`config.mk`:
```
export PLATFORM = sky130hd
export DESIGN_NAME = pipe_hazard_scoreboard_flat
export DESIGN_NICKNAME = d
export VERILOG_FILES = /design/src/rtl/pipe_hazard_scoreboard_if.sv /design/src/rtl/pipe_hazard_scoreboard.sv /design/src/flat_wrapper.sv
export SDC_FILE = /design/constraint.sdc
export NUM_CORES = 1
export LEC_CHECK = 0
export ABC_AREA = 0
export CAP_MARGIN = 20
export CORE_MARGIN = 2
export CORE_UTILIZATION = 41
export CTS_CLUSTER_SIZE = 40
export DETAILED_ROUTE_END_ITERATION = 7
export PLACE_DENSITY = 0.74
export SETUP_SLACK_MARGIN = 0.15
export SKIP_CTS_REPAIR_TIMING = 1
export SLEW_MARGIN = 20
export SYNTH_ARGS = -nofsm -noshare
export SYNTH_HDL_FRONTEND = slang
export SYNTH_SLANG_ARGS = --single-unit
```
`constraint.sdc`:
```
create_clock -name clk -period 3.9 [get_ports clk]
set_clock_uncertainty 0.1 [all_clocks]
set_input_delay 1.17 -clock clk [delete_from_list [all_inputs] [get_ports clk]]
set_output_delay 1.17 -clock clk [all_outputs]
set_load 0.05 [all_outputs]
```
`src/rtl/pipe_hazard_scoreboard_if.sv`:
```
// Hazard-unit bundle: pipeline stage register fields in, stall/forward controls out.
// The core drives the master side and the scoreboard sits on the slave side.
interface pipe_hazard_scoreboard_if #(
    parameter int REG_AW = 5,
    parameter int STAT_W = 32
);
    // Decode-stage operand requests
    logic [REG_AW-1:0] d_rs;
    logic [REG_AW-1:0] d_rt;
    logic              d_use_rs;
    logic              d_use_rt;
    logic [1:0]        d_tuse_rs;
    logic [1:0]        d_tuse_rt;
    logic              d_is_md;

    // Producers and consumers further down the pipe
    logic [REG_AW-1:0] e_rs;
    logic [REG_AW-1:0] e_rt;
    logic [REG_AW-1:0] m_rt;
    logic [REG_AW-1:0] e_wa;
    logic [REG_AW-1:0] m_wa;
    logic [REG_AW-1:0] w_wa;
    logic              e_we;
    logic              m_we;
    logic              w_we;
    logic [1:0]        e_tnew;
    logic [1:0]        m_tnew;
    logic              md_start;
    logic              md_is_div;

    // Pipeline control back to the core
    logic              pc_en;
    logic              fd_en;
    logic              de_clr;
    logic [1:0]        fwd_rs_d;
    logic [1:0]        fwd_rt_d;
    logic [1:0]        fwd_rs_e;
    logic [1:0]        fwd_rt_e;
    logic              fwd_rt_m;
    logic              md_busy;
    logic [STAT_W-1:0] stall_cnt;

    modport master (
        output d_rs, d_rt, d_use_rs, d_use_rt, d_tuse_rs, d_tuse_rt, d_is_md,
        output e_rs, e_rt, m_rt, e_wa, m_wa, w_wa, e_we, m_we, w_we,
        output e_tnew, m_tnew, md_start, md_is_div,
        input  pc_en, fd_en, de_clr, fwd_rs_d, fwd_rt_d, fwd_rs_e, fwd_rt_e,
        input  fwd_rt_m, md_busy, stall_cnt
    );

    modport slave (
        input  d_rs, d_rt, d_use_rs, d_use_rt, d_tuse_rs, d_tuse_rt, d_is_md,
        input  e_rs, e_rt, m_rt, e_wa, m_wa, w_wa, e_we, m_we, w_we,
        input  e_tnew, m_tnew, md_start, md_is_div,
        output pc_en, fd_en, de_clr, fwd_rs_d, fwd_rt_d, fwd_rs_e, fwd_rt_e,
        output fwd_rt_m, md_busy, stall_cnt
    );
endinterface

```
`src/rtl/pipe_hazard_scoreboard.sv`:
```
// Five-stage pipeline hazard unit: Tuse/Tnew stall detection, operand forwarding
// selects, multiply/divide occupancy tracking and a saturating stall counter.
module pipe_hazard_scoreboard #(
    parameter int REG_AW   = 5,
    parameter int MULT_CYC = 5,
    parameter int DIV_CYC  = 10,
    parameter int CNT_W    = 4,
    parameter int STAT_W   = 32
) (
    input logic                     clk,
    input logic                     reset_n,
    pipe_hazard_scoreboard_if.slave hz
);

    typedef logic [REG_AW-1:0] reg_t;

    localparam logic [CNT_W-1:0] MULT_LOAD = CNT_W'(MULT_CYC);
    localparam logic [CNT_W-1:0] DIV_LOAD  = CNT_W'(DIV_CYC);

    // A write to r0 is architecturally discarded, so it never produces a hazard.
    function automatic logic hits(input logic we, input reg_t wa, input reg_t r);
        return we && (wa == r) && (r != '0);
    endfunction

    function automatic logic [1:0] sel_d(input logic he, input logic hm, input logic hw,
                                         input logic [1:0] e_tnew, input logic [1:0] m_tnew);
        if (he && (e_tnew == 2'd0))      return 2'd1;
        else if (hm && (m_tnew == 2'd0)) return 2'd2;
        else if (hw)                     return 2'd3;
        return 2'd0;
    endfunction

    function automatic logic [1:0] sel_e(input logic hm, input logic hw, input logic [1:0] m_tnew);
        if (hm && (m_tnew == 2'd0)) return 2'd1;
        else if (hw)                return 2'd2;
        return 2'd0;
    endfunction

    function automatic logic late(input logic use_src, input logic he, input logic hm,
                                  input logic [1:0] e_tnew, input logic [1:0] m_tnew,
                                  input logic [1:0] tuse);
        return use_src && ((he && (e_tnew > tuse)) || (hm && (m_tnew > tuse)));
    endfunction

    logic [CNT_W-1:0]  md_cnt_q,    md_cnt_d;
    logic [STAT_W-1:0] stall_cnt_q, stall_cnt_d;

    logic e_hit_rs_d, m_hit_rs_d, w_hit_rs_d;
    logic e_hit_rt_d, m_hit_rt_d, w_hit_rt_d;
    logic m_hit_rs_e, w_hit_rs_e, m_hit_rt_e, w_hit_rt_e;
    logic w_hit_rt_m;
    logic md_busy;
    logic data_stall, md_stall, stall;

    assign md_busy = (md_cnt_q != '0);

    // NOTE: every signal driven here gets a default first, so no path can infer a latch.
    always_comb begin
        e_hit_rs_d = hits(hz.e_we, hz.e_wa, hz.d_rs);
        m_hit_rs_d = hits(hz.m_we, hz.m_wa, hz.d_rs);
        w_hit_rs_d = hits(hz.w_we, hz.w_wa, hz.d_rs);
        e_hit_rt_d = hits(hz.e_we, hz.e_wa, hz.d_rt);
        m_hit_rt_d = hits(hz.m_we, hz.m_wa, hz.d_rt);
        w_hit_rt_d = hits(hz.w_we, hz.w_wa, hz.d_rt);
        m_hit_rs_e = hits(hz.m_we, hz.m_wa, hz.e_rs);
        w_hit_rs_e = hits(hz.w_we, hz.w_wa, hz.e_rs);
        m_hit_rt_e = hits(hz.m_we, hz.m_wa, hz.e_rt);
        w_hit_rt_e = hits(hz.w_we, hz.w_wa, hz.e_rt);
        w_hit_rt_m = hits(hz.w_we, hz.w_wa, hz.m_rt);

        data_stall = late(hz.d_use_rs, e_hit_rs_d, m_hit_rs_d, hz.e_tnew, hz.m_tnew, hz.d_tuse_rs)
                   | late(hz.d_use_rt, e_hit_rt_d, m_hit_rt_d, hz.e_tnew, hz.m_tnew, hz.d_tuse_rt);
        // A start in E occupies the unit from this very cycle, before the counter loads.
        md_stall   = hz.d_is_md && (md_busy || hz.md_start);
        stall      = data_stall || md_stall;
    end

    // Forward selects are computed regardless of stall; a bubble in D/E masks them anyway.
    always_comb begin
        hz.pc_en     = !stall;
        hz.fd_en     = !stall;
        hz.de_clr    = stall;
        hz.fwd_rs_d  = sel_d(e_hit_rs_d, m_hit_rs_d, w_hit_rs_d, hz.e_tnew, hz.m_tnew);
        hz.fwd_rt_d  = sel_d(e_hit_rt_d, m_hit_rt_d, w_hit_rt_d, hz.e_tnew, hz.m_tnew);
        hz.fwd_rs_e  = sel_e(m_hit_rs_e, w_hit_rs_e, hz.m_tnew);
        hz.fwd_rt_e  = sel_e(m_hit_rt_e, w_hit_rt_e, hz.m_tnew);
        hz.fwd_rt_m  = w_hit_rt_m;
        hz.md_busy   = md_busy;
        hz.stall_cnt = stall_cnt_q;
    end

    // Starts that arrive while the unit is occupied are dropped, not queued.
    always_comb begin
        md_cnt_d = md_cnt_q;
        if (md_cnt_q == '0) begin
            if (hz.md_start) begin
                md_cnt_d = hz.md_is_div ? DIV_LOAD : MULT_LOAD;
            end
        end else begin
            md_cnt_d = md_cnt_q - CNT_W'(1);
        end
    end

    always_comb begin
        stall_cnt_d = stall_cnt_q;
        if (stall && (stall_cnt_q != '1)) begin
            stall_cnt_d = stall_cnt_q + STAT_W'(1);
        end
    end

    // NOTE: state registers use non-blocking assignments so every flop samples pre-edge values.
    always_ff @(posedge clk or negedge reset_n) begin
        if (!reset_n) begin
            md_cnt_q    <= '0;
            stall_cnt_q <= '0;
        end else begin
            md_cnt_q    <= md_cnt_d;
            stall_cnt_q <= stall_cnt_d;
        end
    end

endmodule

```
`src/flat_wrapper.sv`:
```
// flat-port wrapper written by rule: the top's interface ports become plain ports
module pipe_hazard_scoreboard_flat 
#(
    parameter int REG_AW   = 5,
    parameter int MULT_CYC = 5,
    parameter int DIV_CYC  = 10,
    parameter int CNT_W    = 4,
    parameter int STAT_W   = 32
)
  (clk, reset_n, hz_d_rs, hz_d_rt, hz_d_use_rs, hz_d_use_rt, hz_d_tuse_rs, hz_d_tuse_rt, hz_d_is_md, hz_e_rs, hz_e_rt, hz_m_rt, hz_e_wa, hz_m_wa, hz_w_wa, hz_e_we, hz_m_we, hz_w_we, hz_e_tnew, hz_m_tnew, hz_md_start, hz_md_is_div, hz_pc_en, hz_fd_en, hz_de_clr, hz_fwd_rs_d, hz_fwd_rt_d, hz_fwd_rs_e, hz_fwd_rt_e, hz_fwd_rt_m, hz_md_busy, hz_stall_cnt);
  pipe_hazard_scoreboard_if #(.REG_AW(REG_AW), .STAT_W(STAT_W)) hz_i ();
  input logic clk;
  input logic reset_n;
  input wire logic [$bits(hz_i.d_rs)-1:0] hz_d_rs;
  input wire logic [$bits(hz_i.d_rt)-1:0] hz_d_rt;
  input wire logic [$bits(hz_i.d_use_rs)-1:0] hz_d_use_rs;
  input wire logic [$bits(hz_i.d_use_rt)-1:0] hz_d_use_rt;
  input wire logic [$bits(hz_i.d_tuse_rs)-1:0] hz_d_tuse_rs;
  input wire logic [$bits(hz_i.d_tuse_rt)-1:0] hz_d_tuse_rt;
  input wire logic [$bits(hz_i.d_is_md)-1:0] hz_d_is_md;
  input wire logic [$bits(hz_i.e_rs)-1:0] hz_e_rs;
  input wire logic [$bits(hz_i.e_rt)-1:0] hz_e_rt;
  input wire logic [$bits(hz_i.m_rt)-1:0] hz_m_rt;
  input wire logic [$bits(hz_i.e_wa)-1:0] hz_e_wa;
  input wire logic [$bits(hz_i.m_wa)-1:0] hz_m_wa;
  input wire logic [$bits(hz_i.w_wa)-1:0] hz_w_wa;
  input wire logic [$bits(hz_i.e_we)-1:0] hz_e_we;
  input wire logic [$bits(hz_i.m_we)-1:0] hz_m_we;
  input wire logic [$bits(hz_i.w_we)-1:0] hz_w_we;
  input wire logic [$bits(hz_i.e_tnew)-1:0] hz_e_tnew;
  input wire logic [$bits(hz_i.m_tnew)-1:0] hz_m_tnew;
  input wire logic [$bits(hz_i.md_start)-1:0] hz_md_start;
  input wire logic [$bits(hz_i.md_is_div)-1:0] hz_md_is_div;
  output wire logic [$bits(hz_i.pc_en)-1:0] hz_pc_en;
  output wire logic [$bits(hz_i.fd_en)-1:0] hz_fd_en;
  output wire logic [$bits(hz_i.de_clr)-1:0] hz_de_clr;
  output wire logic [$bits(hz_i.fwd_rs_d)-1:0] hz_fwd_rs_d;
  output wire logic [$bits(hz_i.fwd_rt_d)-1:0] hz_fwd_rt_d;
  output wire logic [$bits(hz_i.fwd_rs_e)-1:0] hz_fwd_rs_e;
  output wire logic [$bits(hz_i.fwd_rt_e)-1:0] hz_fwd_rt_e;
  output wire logic [$bits(hz_i.fwd_rt_m)-1:0] hz_fwd_rt_m;
  output wire logic [$bits(hz_i.md_busy)-1:0] hz_md_busy;
  output wire logic [$bits(hz_i.stall_cnt)-1:0] hz_stall_cnt;
  assign hz_i.d_rs = hz_d_rs;
  assign hz_i.d_rt = hz_d_rt;
  assign hz_i.d_use_rs = hz_d_use_rs;
  assign hz_i.d_use_rt = hz_d_use_rt;
  assign hz_i.d_tuse_rs = hz_d_tuse_rs;
  assign hz_i.d_tuse_rt = hz_d_tuse_rt;
  assign hz_i.d_is_md = hz_d_is_md;
  assign hz_i.e_rs = hz_e_rs;
  assign hz_i.e_rt = hz_e_rt;
  assign hz_i.m_rt = hz_m_rt;
  assign hz_i.e_wa = hz_e_wa;
  assign hz_i.m_wa = hz_m_wa;
  assign hz_i.w_wa = hz_w_wa;
  assign hz_i.e_we = hz_e_we;
  assign hz_i.m_we = hz_m_we;
  assign hz_i.w_we = hz_w_we;
  assign hz_i.e_tnew = hz_e_tnew;
  assign hz_i.m_tnew = hz_m_tnew;
  assign hz_i.md_start = hz_md_start;
  assign hz_i.md_is_div = hz_md_is_div;
  assign hz_pc_en = hz_i.pc_en;
  assign hz_fd_en = hz_i.fd_en;
  assign hz_de_clr = hz_i.de_clr;
  assign hz_fwd_rs_d = hz_i.fwd_rs_d;
  assign hz_fwd_rt_d = hz_i.fwd_rt_d;
  assign hz_fwd_rs_e = hz_i.fwd_rs_e;
  assign hz_fwd_rt_e = hz_i.fwd_rt_e;
  assign hz_fwd_rt_m = hz_i.fwd_rt_m;
  assign hz_md_busy = hz_i.md_busy;
  assign hz_stall_cnt = hz_i.stall_cnt;
  pipe_hazard_scoreboard #(.REG_AW(REG_AW), .MULT_CYC(MULT_CYC), .DIV_CYC(DIV_CYC), .CNT_W(CNT_W), .STAT_W(STAT_W)) u_core (.clk(clk), .reset_n(reset_n), .hz(hz_i));
endmodule
```
==> results of run 1 <==
-- stage by stage --
| step | instance area [um^2] | hold WS, ps | TNS (ps) |
|---|---|---|---|
| 6_report | 4960 | 385 | -455 |
| 4_1_cts | 4540 | 387 | -3860 |
| 5_1_grt | 4960 | 421 | -830 |
| 3_3_place_gp | 4460 | 370 | -3460 |
| 2_1_floorplan | 2960 | 373 | -487 |
| 3_5_place_dp | 4460 | 377 | -3790 |
-- kinds of logic after synthesis --
family,Yosys count,synth area share [%]
buffers and inverters,27,4.07
and+or+nand+nor,147,27.9
adders and majority gates,10,4.38
muxes,4,1.71
AOI/OAI and AO/OA,25,5.83
xor gates and xnor gates,80,24.5
DFF,36,31.5
-- synth_stat cells (all sizes together), types with 5 or more instances --
| library cell | n | area share (%) |
|---|---|---|
| nand3 | 18 | 3.2 |
| buf | 6 | 1.3 |
| nand4 | 14 | 3.1 |
| xnor2 | 44 | 13 |
| o21ai | 7 | 1.2 |
| clkbuf | 10 | 1.3 |
| nor4 | 21 | 5.1 |
| dfrtp | 36 | 32 |
| nor2 | 15 | 2.3 |
| and3 | 6 | 1.3 |
| ha | 10 | 4.4 |
| nand2 | 31 | 4.1 |
| nor2b | 5 | 1.1 |
| xor2 | 36 | 11 |
| nor3 | 24 | 4.2 |
| inv | 11 | 1.4 |
-- power breakdown --
| group | total (uW) | internal (uW) | switching (uW) |
|---|---|---|---|
| combinational | 787 | 333 | 454 |
| clock | 247 | 121 | 126 |
| sequential | 534 | 445 | 89.0 |
| total | 1570 | 899 | 669 |
-- area by class of cell --
| type | count | area, um^2 | share of cell area, % |
|---|---|---|---|
| multi-input cells | 266 | 2180 | 44.0 |
| clock buffers | 6 | 72.6 | 1.46 |
| well taps | 80 | 100 | 2.02 |
| flip-flops and latches | 36 | 901 | 18.1 |
| repair buffers | 168 | 1660 | 33.4 |
| inverters | 11 | 43.8 | 0.882 |
| clock inverters | 1 | 5.00 | 0.101 |
-- per-layer routing --
layer | vias to the layer above | share of wire (%)
met3 | 20 | 5.3
met4 | 0 | 2.3
met1 | 1457 | 40
met5 | - | 0
li1 | 1481 | -
met2 | 107 | 53
-- sequential cells by signal, indices dropped and copies added (netlist names) --
signal and cells:
u_core.md_cnt_q 4, u_core.hz.stall_cnt 32
-- worst paths after layout --
check | startpoint | end | slack (ps)
setup / recovery | hz_d_rs[4] | hz_fd_en | -160
hold / removal | u_core.hz.stall_cnt[26]$_DFFE_PN0P_ | u_core.hz.stall_cnt[26]$_DFFE_PN0P_ | 390
setup reg to reg | u_core.md_cnt_q[0]$_DFFE_PN0N_ | u_core.hz.stall_cnt[20]$_DFFE_PN0P_ | 900
hold reg to reg | u_core.hz.stall_cnt[26]$_DFFE_PN0P_ | u_core.hz.stall_cnt[26]$_DFFE_PN0P_ | 390
max in group asynchronous | reset_n | u_core.hz.stall_cnt[1]$_DFFE_PN0P_ | 2190
min in group asynchronous | reset_n | u_core.hz.stall_cnt[13]$_DFFE_PN0P_ | 1190
==> flow_metrics.py, run 1 <==
metrics = {
    "run_status": {
        "outcome": "finished, violations left",
        "violations": "negative setup slack",
    },
    "cells_and_area": {
        "final_cell_mix": "buf_4, clkdlybuf4s50_1, xnor2_1",
        "fillers": 455,
        "fin_util_pct": 73.5,
        "final_common_cell": "buf_4",
        "drive_above_1_share_pct": 30.9,
        "nets": 556,
        "n_antenna_cell": 0,
        "area_growth_pct": 73.8,
        "instances_no_fill": 568,
    },
    "global_route": {
        "met3_usage_pct": 3.98,
        "use_met2_pct": 39.7,
        "groute.layer.met1.usage_pct": 25.4,
        "grt_usage_pct": 21.7,
        "grt_pass1_vias": 2987,
        "antenna_found_initial": 0,
        "grt_start_max_net_pins": 37,
        "overflow": 0,
        "grt_pass1_wl_um": 13300,
        "top_usage_layer": "met2",
    },
    "setup_path": {
        "path_common_cell": "nor4_4",
        "cp-start-kind": "input port",
        "crit_type": "input port to output pin",
        "path_buf_inv": 3,
        "cp_slowest_stage_delay_ps": 540,
        "arrival_ps": 2790,
        "cp_slowest_cell": "or4_4",
        "crit_path_max_fanout": 3,
        "worstRegToRegCells": 10,
        "path_depth": 7,
        "worstSetupEndpointType": "output pin",
        "required_ps": 2630,
        "worstPathCellList": "buf_6, or4_4, nor2_4, nor4_4, nor4_4, buf_4, buf_12",
        "cpLargestDelayFamily": "simple AND/OR/NAND/NOR gates",
    },
    "cts": {
        "clk_latency_ps": 290,
        "path_clk_slew_ps": 70,
        "cts_root_buf": "clkbuf_8",
        "cts_tree": "built",
        "cts.htree.levels": 2,
        "cts_buffers": 5,
        "clock_path_buffers": 2,
        "cts.sinks": 36,
    },
    "routing": {
        "first_pass_iters": 4,
        "wl_per_cell_um": 15.8,
        "wl_um": 8980,
        "vias": 3065,
        "routed_via_density": 5.40,
        "drtIter0Drc": 102,
        "ant_nets": 0,
        "drc": 0,
    },
    "hold_path": {
        "min_path_type": "flop to flop",
        "whs_path_depth": 1,
    },
    "synthesis": {
        "synth_area_um2": 2860,
        "ys.flop_type": "dfrtp_1",
        "async_flop_share_pct": 100,
        "syn_inst": 329,
        "synth_nets": 397,
        "synth-edff-count": 0,
        "yosysUniqueCellTypes": 40,
        "ys_seq_area_share_pct": 31.5,
        "yosysWarnings": 0,
        "syn_avg_cell_area_um2": 8.68,
        "ys_ff_latch": 36,
    },
    "sta": {
        "setup_violations": 6,
        "period_needed_ps": 4060,
        "rsz0062_at_grt": "true",
        "worst_pin_slew_ps": 509,
        "final.period_utilization_pct": 104,
        "slew_violations": 0,
        "fmax_ghz": 0.246,
        "maxSlewHeadroom_pct": 66.0,
        "hold_violations": 0,
        "worst_slack_ps": -164,
    },
    "die": {
        "die_h_um": 87.5,
        "start_util_pct": 42.3,
        "core_area_um2": 6760,
        "row_count": 30,
        "die_w_um": 87.5,
        "ios": 103,
        "die_area_um2": 7650,
    },
    "placed_design": {
        "place_ws_ps": -544,
        "gp_congestion": 0.886,
        "post-dp-hpwl_um": 6740,
        "numPortBuffers": 102,
        "placed_cells": 546,
    },
    "flow_run": {
        "cap_violations": 0,
    },
    "pwr": {
        "power_uw": 1570,
        "power.density_nw_per_um2": 316,
        "leakagePower_uw": 0.00231,
        "peakVddDrop_uv": 221,
    },
}
Note: power is estimated with default switching activity, not from simulation.
==> run 2, diff against run 1 <==
- CORE_MARGIN: 2 -> 8
- SETUP_SLACK_MARGIN: 0.15 -> 0.02
==> run 2 against run 1 <==
Against the previous run: hold slack improved by 11 ps; core utilization rose by 0.76 points; first-iteration DRC count decreased by 38%; combinational power decreased by 1%; highest routed layer unchanged; cell count up 0.53%; critical endpoint is now hz_de_clr; via count about the same; register-to-register slack about the same; the run still ends with negative setup slack left; die area up 29%.
==> flow_metrics.py, run 2 (synthesis gave the netlist of run 1 again) <==
metrics = {
    "setup_path": {
        "cp-start-kind": "input port",
        "worstRegToRegCells": 11,
        "path_buf_inv": 4,
        "path_common_cell": "buf_6",
        "timing.rr.end": "u_core.hz.stall_cnt[0]$_DFFE_PN0P_",
        "reg2reg_slack_ps": 900,
        "timing.rr.start": "u_core.md_cnt_q[0]$_DFFE_PN0N_",
        "worstPathCellList": "buf_6, or4_4, nor2_4, o41ai_4, nor4_4, buf_6, inv_4, buf_8",
        "required_ps": 2630,
        "crit_type": "input port to output pin",
        "cp_slowest_stage_delay_ps": 550,
        "cpLargestDelayFamily": "simple AND/OR/NAND/NOR gates",
        "worstSetupEndpointType": "output pin",
        "arrival_ps": 2790,
        "crit_path_max_fanout": 5,
        "cp_slowest_cell": "or4_4",
    },
    "routing": {
        "ant_nets": 0,
        "wl_um": 9390,
        "wl_per_cell_um": 16.4,
        "routed_via_density": 5.37,
        "first_pass_iters": 6,
        "drc": 0,
        "drtIter0Drc": 63,
        "vias": 3067,
    },
    "die": {
        "die_h_um": 99.5,
        "core_area_um2": 6760,
        "die_area_um2": 9890,
        "row_count": 30,
        "start_util_pct": 42.3,
        "ios": 103,
        "die_w_um": 99.5,
    },
    "sta": {
        "setup_violations": 5,
        "slew_violations": 0,
        "period_needed_ps": 4060,
        "hold_violations": 0,
        "worst_slack_ps": -164,
        "fmax_ghz": 0.246,
        "final.period_utilization_pct": 104,
        "fin_tns_setup_ps": -429,
        "rsz0062_at_grt": "true",
        "maxSlewHeadroom_pct": 48.0,
        "worst_pin_slew_ps": 778,
    },
    "cts": {
        "cts_root_buf": "clkbuf_8",
        "path_clk_slew_ps": 70,
        "cts.sinks": 36,
        "cts_tree": "built",
        "clk_latency_ps": 290,
        "cts.htree.levels": 2,
        "clock_path_buffers": 2,
        "cts_buffers": 5,
    },
    "global_route": {
        "antenna_found_initial": 0,
        "grt_start_max_net_pins": 37,
        "grt_pass1_vias": 3174,
        "grt_pass1_wl_um": 14400,
        "grt_usage_pct": 17.4,
        "overflow": 0,
    },
    "cells_and_area": {
        "nets": 557,
        "instances_no_fill": 571,
        "fillers": 465,
        "final_cell_mix": "buf_4, clkdlybuf4s50_1, xnor2_1",
        "final_common_cell": "buf_4",
        "largest_reg_flops": 32,
        "drive_above_1_share_pct": 29.8,
        "area_growth_pct": 75.6,
    },
    "hold_path": {
        "hold_end": "u_core.hz.stall_cnt[8]$_DFFE_PN0P_",
        "hold_start": "u_core.hz.stall_cnt[8]$_DFFE_PN0P_",
        "whs_path_depth": 1,
        "min_path_type": "flop to flop",
    },
    "placed_design": {
        "placed_cells": 555,
        "numPortBuffers": 102,
        "post-dp-hpwl_um": 7150,
        "gp_congestion": 0.881,
    },
    "run_status": {
        "outcome": "finished, violations left",
        "violations": "negative setup slack",
    },
    "pwr": {
        "peakVddDrop_uv": 237,
        "power.density_nw_per_um2": 325,
        "power_uw": 1630,
        "leakagePower_uw": 0.00234,
    },
    "flow_run": {
        "cap_violations": 0,
    },
}
[run 2: worst max path at each step]
stage                     slack (ps)        from  depth (start not counted)   endpoint
after floorplan                 -190  hz_d_rs[1]                          6  hz_de_clr
after global placement          -590  hz_d_rt[1]                          9  hz_de_clr
after detailed placement        -620  hz_d_rt[1]                          9  hz_de_clr
after CTS                       -630  hz_d_rt[1]                          9  hz_de_clr
after global routing            -240  hz_d_rt[3]                          8  hz_de_clr
final                           -160  hz_d_rt[3]                          8  hz_de_clr
[run 2: power by group]
group          switching [uW]  total (uW)  internal (uW)
logic                     446         779            334
clock network             133         323            190
registers                85.0         530            445
total                     664        1630            968
[run 2: through the flow]
stage	setup WS (ps)	utilization [%]	hold WS [ps]	area, um^2
final	-164	74.2	397	5020
after global routing	-244	74.2	425	5010
after CTS	-626	68.5	396	4630
after detailed placement	-620	66.9	384	4520
after global placement	-588	66.9	377	4520
after floorplan	-186	-	373	2950
[run 2: worst reg2reg max path: stages, from the launching register on]
cell	delay (ps)
dfrtp_1	410
inv_1	90
ha_1	200
or3b_1	450
o21ai_1	260
o41ai_4	140
nor4_4	310
buf_6	180
buf_4	310
nor2_1	120
buf_4	180
xor2_1	130
[run 2: metal layers]
layer,routed length (um),track usage [%],up-vias
met5,0,0,-
met4,110,4.89,0
met3,719,5.80,8
met2,4600,29.4,98
met1,3960,20.5,1475
li1,-,-,1486
[run 2: area by class of cell]
| cell class | instances | area [um^2] | area share (%) |
|---|---|---|---|
| timing repair buffer | 169 | 1690 | 33.8 |
| clock buffer | 6 | 72.6 | 1.45 |
| tap | 80 | 100 | 2.00 |
| multi-input combinational | 266 | 2160 | 43.1 |
| inverter | 11 | 48.8 | 0.973 |
| antenna | 1 | 2.50 | 0.0499 |
| clock inverter | 2 | 35.0 | 0.698 |
| sequential | 36 | 901 | 18.0 |
==> run 3, diff against run 2 <==
- GPL_TIMING_DRIVEN: default -> 0
==> run 3 against run 2 <==
Against the previous run: the run still ends with negative setup slack left; count of clock-buffer cells in the layout increased by 1; sequential cell count unchanged; combinational power decreased by 5.0%; cell count decreased by 6.3%; global-route usage decreased by 1.4 points; critical path type unchanged; largest power group unchanged.
==> flow_metrics.py, run 3 (synthesis gave the netlist of run 1 again) <==
metrics = {
    "pwr": {
        "power.density_nw_per_um2": 361,
        "leakagePower_uw": 0.00203,
        "peakVddDrop_uv": 209,
    },
    "setup_path": {
        "crit_type": "input port to output pin",
        "arrival_ps": 2970,
        "cp-start-kind": "input port",
        "required_ps": 2630,
        "path_common_cell": "buf_8",
        "worstPathCellList": "buf_8, or4_4, nor2_4, nor4_4, nor4_4, buf_8, buf_6, buf_8",
        "cp_slowest_stage_delay_ps": 540,
        "worstSetupEndpointType": "output pin",
        "cp_slowest_cell": "or4_4",
        "worstSetupStartpoint": "hz_d_rs[3]",
        "timing.rr.start": "u_core.hz.stall_cnt[0]$_DFFE_PN0P_",
        "crit_path_max_fanout": 6,
    },
    "sta": {
        "worst_pin_slew_ps": 912,
        "rsz0062_at_grt": "true",
        "period_needed_ps": 4240,
        "maxSlewHeadroom_pct": 38.8,
        "worst_slack_ps": -340,
        "final.period_utilization_pct": 109,
        "hold_ws_ps": 388,
        "fmax_ghz": 0.236,
        "hold_violations": 0,
        "slew_violations": 0,
        "fin_tns_setup_ps": -1270,
        "setup_violations": 6,
    },
    "run_status": {
        "violations": "negative setup slack",
        "outcome": "finished, violations left",
    },
    "die": {
        "core_area_um2": 6760,
        "row_count": 30,
        "die_w_um": 99.5,
        "die_h_um": 99.5,
        "die_area_um2": 9890,
        "ios": 103,
        "start_util_pct": 42.3,
    },
    "routing": {
        "drtIter0Drc": 67,
        "first_pass_iters": 4,
        "drc": 0,
        "ant_nets": 0,
        "wl_um": 8660,
        "wl_per_cell_um": 16.2,
        "routed_via_density": 5.51,
        "vias": 2948,
    },
    "cells_and_area": {
        "nets": 522,
        "n_antenna_cell": 0,
        "largest_reg_flops": 32,
        "area_growth_pct": 58.0,
        "instances_no_fill": 535,
        "drive_above_1_share_pct": 23.7,
        "fin_util_pct": 66.8,
        "fillers": 517,
        "final_common_cell": "clkdlybuf4s50_1",
        "final_cell_mix": "clkdlybuf4s50_1, xnor2_1, xor2_1, dfrtp_1, nand2_1",
    },
    "cts": {
        "cts_root_buf": "clkbuf_8",
        "clk_latency_ps": 290,
        "path_clk_slew_ps": 70,
        "cts_tree": "built",
        "cts.sinks": 36,
        "clock_path_buffers": 2,
        "cts_buffers": 5,
        "cts.htree.levels": 2,
    },
    "placed_design": {
        "gp_congestion": 0.849,
        "post-dp-hpwl_um": 6460,
        "placed_cells": 504,
        "numPortBuffers": 94,
    },
    "global_route": {
        "grt_start_max_net_pins": 27,
        "antenna_found_initial": 0,
        "grt_pass1_wl_um": 13200,
        "grt_usage_pct": 16.0,
        "grt_pass1_vias": 2901,
        "overflow": 0,
    },
    "flow_run": {
        "cap_violations": 0,
    },
    "hold_path": {
        "hold_start": "u_core.hz.stall_cnt[29]$_DFFE_PN0P_",
        "min_path_type": "flop to flop",
    },
}
==> run 3: cell count changes in the layout (fill, tap and decap cells not counted), moves of 3 or more <==
cell | before | now
buf_8 | 2 | 5
buf_2 | 1 | 5
buf_12 | 9 | 1
clkbuf_1 | 1 | 6
buf_4 | 60 | 25
nor4_4 | 10 | 7
dlymetal6s2s_1 | 30 | 21
buf_6 | 14 | 10
clkbuf_2 | 7 | 12
==> run 3: report_power, final <==
| group | switching (uW) | internal [uW] |
|---|---|---|
| combinational | 436 | 304 |
| clock | 135 | 226 |
| sequential | 84.2 | 445 |
| total | 655 | 974 |
==> run 3: cell type report <==
| type | count | area [um^2] | area share (%) |
|---|---|---|---|
| multi-input cells | 266 | 2100 | 46.5 |
| repair buffers | 118 | 1150 | 25.5 |
| flip-flops and latches | 36 | 901 | 20.0 |
| well taps | 80 | 100 | 2.22 |
| clock buffers | 7 | 96.3 | 2.13 |
| plain buffers | 16 | 93.8 | 2.08 |
| inverters | 11 | 41.3 | 0.915 |
| clock inverters | 1 | 30.0 | 0.665 |
==> run 3: worst paths after layout <==
| kind | endpoint | slack (ps) | cells past startpoint |
|---|---|---|---|
| setup / recovery | hz_pc_en | -340 | 8 |
| setup reg to reg | u_core.hz.stall_cnt[15]$_DFFE_PN0P_ | 950 | 8 |
| hold / removal | u_core.hz.stall_cnt[29]$_DFFE_PN0P_ | 390 | 1 |
| min in group asynchronous | u_core.hz.stall_cnt[3]$_DFFE_PN0P_ | 650 | 1 |
| hold reg to reg | u_core.hz.stall_cnt[29]$_DFFE_PN0P_ | 390 | 1 |
| max in group asynchronous | u_core.hz.stall_cnt[23]$_DFFE_PN0P_ | 2620 | 2 |
==> run 3: stage by stage <==
stage / total power [uW] / instance area, um^2 / setup WS [ps]
2_1_floorplan: 969 / 2950 / -186
6_report: 1630 / 4510 / -340
4_1_cts: 1600 / 4140 / -1590
3_3_place_gp: 1220 / 4000 / -1540
3_5_place_dp: 1230 / 4010 / -1610
5_1_grt: 1720 / 4510 / -399
==> run 3: critical path: cells and delay by family <==
family | cells | cell delay, ps
buf+inv | 4 | 500
simple gates | 4 | 1290
==> run 3: metal layers <==
metal	GRT usage [%]	vias to the layer above	part of all wire, %
li1	-	1417	-
met1	18.6	1407	42
met2	27.2	116	49
met3	5.52	8	7.9
met4	4.42	0	1.0
met5	0	-	0
